## src/rtl/bp_fe_pkg.sv

```systemverilog
// rtl/bp_fe_pkg.sv - shared types and helpers for the FE queue buffer
// Contents: pointer-width helper, speculation-control op encoding.
package bp_fe_pkg;

    // Pointers carry one extra wrap bit above the entry index.
    localparam int unsigned fq_default_els_lp = 8;

    function automatic int unsigned fq_ptr_width_f(input int unsigned els);
        return $clog2(els) + 1;
    endfunction

    localparam int unsigned fq_default_ptr_width_lp = fq_ptr_width_f(fq_default_els_lp);

    // Resolved speculation-control operation for a cycle, highest priority first.
    typedef enum logic [1:0] {
        e_fq_none = 2'd0,
        e_fq_clr  = 2'd1,
        e_fq_roll = 2'd2,
        e_fq_deq  = 2'd3
    } bp_fe_queue_op_e;

endpackage

```

## src/rtl/bp_fe_queue_mem.sv

```systemverilog
// rtl/bp_fe_queue_mem.sv - els_p x width_p storage, one write port, one async read port
// Ports: clk_i; w_v_i/w_addr_i/w_data_i write port; r_addr_i/r_data_o combinational read.
module bp_fe_queue_mem
    import bp_fe_pkg::*;
#(
    parameter int width_p = 64,
    parameter int els_p   = 8
) (
    input  logic                     clk_i,
    input  logic                     w_v_i,
    input  logic [$clog2(els_p)-1:0] w_addr_i,
    input  logic [width_p-1:0]       w_data_i,
    input  logic [$clog2(els_p)-1:0] r_addr_i,
    output logic [width_p-1:0]       r_data_o
);

    logic [width_p-1:0] mem_q [els_p];

    // Contents are don't-care after reset, so the array is not reset.
    always_ff @(posedge clk_i) begin
        if (w_v_i) begin
            mem_q[w_addr_i] <= w_data_i;
        end
    end

    assign r_data_o = mem_q[r_addr_i];

endmodule

```

## src/rtl/bp_fe_queue_buffer.sv

```systemverilog
// rtl/bp_fe_queue_buffer.sv - speculative FE queue with clr/roll/deq controls toward the BE
// Ports: clk_i, reset_i (sync, active-high); enq_v_i/enq_data_i/enq_ready_o FE side;
//        fe_queue_o/fe_queue_v_o/fe_queue_yumi_i BE stream; fe_queue_clr_i/roll_i/deq_i
//        speculation controls; count_o entries between committed and write pointers.
// Optional: BP_FE_QUEUE_BYPASS_EN presents an enqueued entry in the same cycle when empty.
module bp_fe_queue_buffer
    import bp_fe_pkg::*;
#(
    parameter int width_p = 64,
    parameter int els_p   = 8
) (
    input  logic                       clk_i,
    input  logic                       reset_i,
    input  logic                       enq_v_i,
    input  logic [width_p-1:0]         enq_data_i,
    output logic                       enq_ready_o,
    output logic [width_p-1:0]         fe_queue_o,
    output logic                       fe_queue_v_o,
    input  logic                       fe_queue_yumi_i,
    input  logic                       fe_queue_clr_i,
    input  logic                       fe_queue_roll_i,
    input  logic                       fe_queue_deq_i,
    output logic [$clog2(els_p):0]     count_o
);

    localparam int PW = fq_ptr_width_f(els_p);
    localparam int AW = PW - 1;

    logic [PW-1:0]      wptr_q, wptr_d;
    logic [PW-1:0]      rptr_q, rptr_d;
    logic [PW-1:0]      cptr_q, cptr_d;
    logic [PW-1:0]      count;
    logic               full;
    logic               enq_fire;
    logic [width_p-1:0] mem_rdata;
    bp_fe_queue_op_e    op;

    assign count    = wptr_q - cptr_q;
    assign full     = (count == PW'(els_p));
    // Depends on pointers only: a deq this cycle frees its slot next cycle.
    assign enq_ready_o = ~full;
    assign enq_fire    = enq_v_i & enq_ready_o;
    assign count_o     = count;

    always_comb begin
        op = e_fq_none;
        if (fe_queue_clr_i) begin
            op = e_fq_clr;
        end else if (fe_queue_roll_i) begin
            op = e_fq_roll;
        end else if (fe_queue_deq_i) begin
            op = e_fq_deq;
        end
    end

    always_comb begin
        wptr_d = wptr_q;
        rptr_d = rptr_q;
        cptr_d = cptr_q;
        if (fe_queue_clr_i) begin
            // Clr drops everything; a same-cycle enq handshakes but is discarded.
            cptr_d = wptr_q;
            rptr_d = wptr_q;
        end else begin
            if (enq_fire) begin
                wptr_d = wptr_q + PW'(1);
            end
            if (fe_queue_deq_i) begin
                cptr_d = cptr_q + PW'(1);
            end
            // Roll rewinds to the post-deq committed pointer and overrides yumi.
            if (fe_queue_roll_i) begin
                rptr_d = cptr_d;
            end else if (fe_queue_yumi_i) begin
                rptr_d = rptr_q + PW'(1);
            end
        end
    end

    always_ff @(posedge clk_i) begin
        if (reset_i) begin
            wptr_q <= '0;
            rptr_q <= '0;
            cptr_q <= '0;
        end else begin
            wptr_q <= wptr_d;
            rptr_q <= rptr_d;
            cptr_q <= cptr_d;
        end
    end

    bp_fe_queue_mem #(
        .width_p (width_p),
        .els_p   (els_p)
    ) mem (
        .clk_i    (clk_i),
        .w_v_i    (enq_fire & ~fe_queue_clr_i & ~reset_i),
        .w_addr_i (wptr_q[AW-1:0]),
        .w_data_i (enq_data_i),
        .r_addr_i (rptr_q[AW-1:0]),
        .r_data_o (mem_rdata)
    );

`ifdef BP_FE_QUEUE_BYPASS_EN
    // Entry is still written to storage, so a later roll can replay it.
    logic bypass_hit;
    assign bypass_hit   = (rptr_q == wptr_q) & enq_fire & ~fe_queue_clr_i;
    assign fe_queue_v_o = (rptr_q != wptr_q) | bypass_hit;
    assign fe_queue_o   = bypass_hit ? enq_data_i : mem_rdata;
`else
    assign fe_queue_v_o = (rptr_q != wptr_q);
    assign fe_queue_o   = mem_rdata;
`endif

`ifndef SYNTHESIS
    a_yumi_needs_valid: assert property (@(posedge clk_i) disable iff (reset_i)
        fe_queue_yumi_i |-> fe_queue_v_o);
    a_deq_needs_issued: assert property (@(posedge clk_i) disable iff (reset_i)
        (fe_queue_deq_i && op != e_fq_clr) |-> (cptr_q != rptr_q));
`endif

endmodule

```

## config.mk

```make
export PLATFORM = sky130hd
export DESIGN_NAME = bp_fe_queue_buffer
export DESIGN_NICKNAME = d
export VERILOG_FILES = /design/src/rtl/bp_fe_pkg.sv /design/src/rtl/bp_fe_queue_mem.sv /design/src/rtl/bp_fe_queue_buffer.sv
export SDC_FILE = /design/constraint.sdc
export NUM_CORES = 1
export LEC_CHECK = 0
export ABC_AREA = 1
export CAP_MARGIN = 20
export CELL_PAD_IN_SITES_DETAIL_PLACEMENT = 1
export CELL_PAD_IN_SITES_GLOBAL_PLACEMENT = 1
export CORE_MARGIN = 3
export CORE_UTILIZATION = 32
export CTS_BUF_LIST = sky130_fd_sc_hd__clkbuf_16
export DETAILED_ROUTE_END_ITERATION = 6
export PLACE_DENSITY_LB_ADDON = 0.1
export RECOVER_POWER = 25
export SYNTH_ARGS = -nofsm -noshare
export SYNTH_HDL_FRONTEND = slang
export SYNTH_HIERARCHICAL = 1
export SYNTH_SLANG_ARGS = --single-unit
```

## constraint.sdc

```tcl
create_clock -name clk_i -period 4.5 [get_ports clk_i]
set_input_delay 0.675 -clock clk_i [delete_from_list [all_inputs] [get_ports clk_i]]
set_output_delay 0.675 -clock clk_i [all_outputs]
set_load 0.02 [all_outputs]
```

==> flow_summary.rst <==
.. list-table::
   :header-rows: 1

   * - Metric
     - Value
   * - Switching portion of total power
     - 24.6%
   * - Switching pwr
     - 2.74 mW
   * - Unrepaired setup endpoints after global routing
     - no
   * - Post-synth cell types
     - 34
   * - Max-slew violation count
     - 0
   * - Tightest slew margin relative to the limit
     - 46.9%
   * - Combinational power share
     - 10.4%
   * - Via count of the routed design
     - 15800
   * - Global-route congestion overflow total
     - 0
   * - Remaining number of nets flagged by the antenna check after routing
     - 0
   * - Cell area power density
     - between 400 and 500 nW/um2
   * - Floorplan die area
     - about 76000 um2
   * - Maximum clock path buffer count
     - 3
   * - Highest net fanout along the worst path
     - 9
   * - Fraction of final layout cells sized beyond drive strength 1
     - around 5.8%
   * - I/O pin count
     - 141
   * - Area of placed instances
     - 25800 um2
   * - Utilization after layout
     - 38.5%
   * - Worst setup SP type
     - flip-flop
   * - Worst-case hold slack
     - 0.559 ns
   * - Shortest period the worst path allows
     - 3.72 ns
   * - Gate count of the mapped netlist
     - between 2000 and 2500
   * - Post-CTS setup-driven buffer insertion count
     - 0
   * - Tot Pwr
     - 11.2 mW
   * - Place WS
     - 1.10 ns
   * - Synthesized net count
     - 2433
   * - Crit path DAT
     - 3.05 ns
   * - Resized cells post-CTS
     - 0
   * - Combined area of all synthesized cells
     - 23300 um2
   * - PnR worst setup slack
     - 0.777 ns
   * - Part of the power in the clock network
     - between 40 and 50%
   * - H-tree depth reported by CTS
     - 2
   * - Nets
     - ~2600
   * - Setup slack, reg-to-reg
     - 1.19 ns
   * - Element type at the critical path end
     - output pin
   * - Worst Max-Slew Pin Slew
     - 0.797 ns
   * - Global-route wire length before repair
     - 100000 um
   * - Number of flip-flops and latches in the synthesized netlist
     - between 500 and 600
   * - Number of antenna violations at the first check in global routing
     - 8
   * - Hold Fails Final Rpt
     - 0
   * - Design Area, Final
     - 27600 um2
   * - Count of unresolved DRC violations after routing
     - 0
   * - Buffers on Ports
     - 140
   * - Number of design-rule violations left by the first detailed-router iteration
     - 833
   * - Synth-to-layout area growth
     - 18.7%
   * - Number of standard-cell rows in the floorplan
     - 98
   * - Fin crit share
     - 82.7%
   * - Cts-stage hold buffer count
     - 0
   * - Insertion delay to the later sink of the worst-skew pair
     - approximately 0.62 ns
   * - Category of the most critical setup path
     - flip-flop to output pin
   * - Clock buffer count from CTS
     - 61
   * - Post-detailed-route wirelength per cell
     - 18.5 um
   * - Overall global routing resource usage
     - 17.3%
   * - Floorplan die width
     - 276 um
   * - Avg Vias per Cell
     - 4.52
   * - Seq/Total Area, Yosys
     - 67.0%
   * - Estimated wirelength of the detail-placed design
     - 35200 um
   * - Internal Dissipation
     - roughly 8.4 mW
   * - Clock transition at the registers of the reported paths
     - roughly 0.06 ns
   * - Vias in the first global route
     - between 15000 and 20000
   * - Status
     - completed
   * - Worst vdd rail ir drop
     - between 0.2 and 0.3 mV
   * - Cell at the root of the clock tree
     - clkbuf_16
   * - Die span in y
     - around 280 um
   * - Core Box Area
     - 71900 um2
   * - Synthesis Warnings
     - 6
   * - Starting Density
     - about a third
   * - Largest net degree at the start of global routing
     - 139
   * - Pre-Repair DR Iteration Count
     - 6
   * - Final setup skew
     - 0.0264 ns
   * - Count of endpoints failing setup in the final report
     - 0
   * - Clock tree from TritonCTS
     - done
   * - Final wirelength
     - 64700 um
   * - Required time of the critical path
     - 3.83 ns
   * - Standby leakage power
     - 12.1 nW
   * - MaxCap Viol Count
     - 0
   * - Flop pwr share
     - approximately half
   * - Tightest Hold Check Type
     - flip-flop to flip-flop
   * - Avg Cell Area, Syn
     - 9.89 um2
   * - Routability Congestion
     - 0.711
   * - Number of clock sinks
     - 524
   * - Peak clock frequency supported by timing
     - between 0.2 and 0.3 GHz
cell families after synthesis:
family | count (synthesis) | share of synthesized area [%]
flops | 524 | 67.0
buf+inv | 635 | 11.3
compound gates | 17 | 0.451
xor+xnor | 10 | 0.376
simple gates | 1162 | 20.5
fa+ha+maj | 7 | 0.408
Yosys cell counts:
cell type	count	area (um2)
a21oi_1	6	30.0
a21oi_2	3	26.3
a31oi_1	3	18.8
and2_1	1	6.26
buf_1	4	15.0
buf_2	55	275
buf_4	18	135
buf_6	14	158
clkbuf_1	9	33.8
clkinv_1	1	3.75
dfxtp_1	12	240
edfxtp_1	512	15400
fa_1	1	20.0
ha_1	6	75.1
inv_1	528	1980
inv_2	6	22.5
nand2_1	866	3250
nand2_2	4	25.0
nand2_4	1	11.3
nand3_1	266	1330
nand3_2	1	10.0
nand3_4	1	17.5
nand3b_1	1	7.51
nand4_1	1	6.26
nor2_1	13	48.8
nor2_2	3	18.8
nor2_4	2	22.5
o211ai_1	1	7.51
o21a_1	1	7.51
o21ai_0	3	15.0
or2_2	1	6.26
or2_4	1	8.76
xnor2_1	5	43.8
xor2_1	5	43.8
power by group through the flow:
| stage | logic (mW) | registers [mW] | clock network (mW) |
|---|---|---|---|
| floorplan | 0.672 | 5.53 | 0 |
| global placement | 1.18 | 5.54 | 0 |
| detailed placement | 1.19 | 5.54 | 0 |
| CTS | 1.20 | 5.44 | 4.72 |
| global route | 1.29 | 5.44 | 4.91 |
| finish | 1.16 | 5.44 | 4.56 |
flip-flops by register name, indices dropped and copies added (netlist names):
signal / cells
cptr_q: 4
mem/mem_q: 512
rptr_q: 4
wptr_q: 4
through the flow:
stage	TNS, ns	std cells
after floorplan	-296.77	2355
after global placement	0	3378
after detailed placement	0	3378
after CTS	0	3490
after global routing	0	3490
final	0	3491
area by class of cell:
type / instances / area [um2]
fill: 8132 / 44200
sequential: 524 / 15600
multi-input combinational: 1196 / 5120
inverter: 535 / 2020
timing repair buffer: 173 / 1860
clock buffer: 61 / 1530
tap: 950 / 1190
clock inverter: 51 / 302
antenna: 1 / 2.50
critical path: stages, from the launching register on:
cell,delay (ns)
dfxtp_1,0.53
inv_1,0.09
ha_1,0.20
inv_1,0.08
fa_1,0.44
or2_4,0.28
nor2_4,0.12
nand3_4,0.12
clkdlybuf4s50_1,0.58
layer usage:
metal / vias up / global-route usage [%] / wire (um)
met5: - / 0 / 27
met4: 4 / 3.40 / 979
met3: 82 / 2.72 / 2430
met2: 219 / 29.9 / 31500
met1: 7868 / 23.1 / 29700
li1: 7604 / - / -
worst paths after layout:
path,from,depth (start not counted),end
worst max-delay path,wptr_q[0],8,enq_ready_o
worst min-delay path,wptr_q[3],2,wptr_q[3]
worst max register to register,wptr_q[0],14,mem/mem_q[7][8]
worst min register to register,wptr_q[3],2,wptr_q[3]
cell usage in the layout (no fill, tap or decap), drive strengths merged, types with 9 or more instances in the layout:
| cell type | count |
|---|---|
| clkinv | 32 |
| nand2 | 871 |
| dfxtp | 12 |
| nand3 | 268 |
| edfxtp | 512 |
| a21oi | 9 |
| nor2 | 18 |
| inv | 549 |
| dlygate4sd3 | 37 |
| clkbuf | 61 |
| clkdlybuf4s50 | 103 |
| buf | 33 |
(Power assumes the default switching activity.)
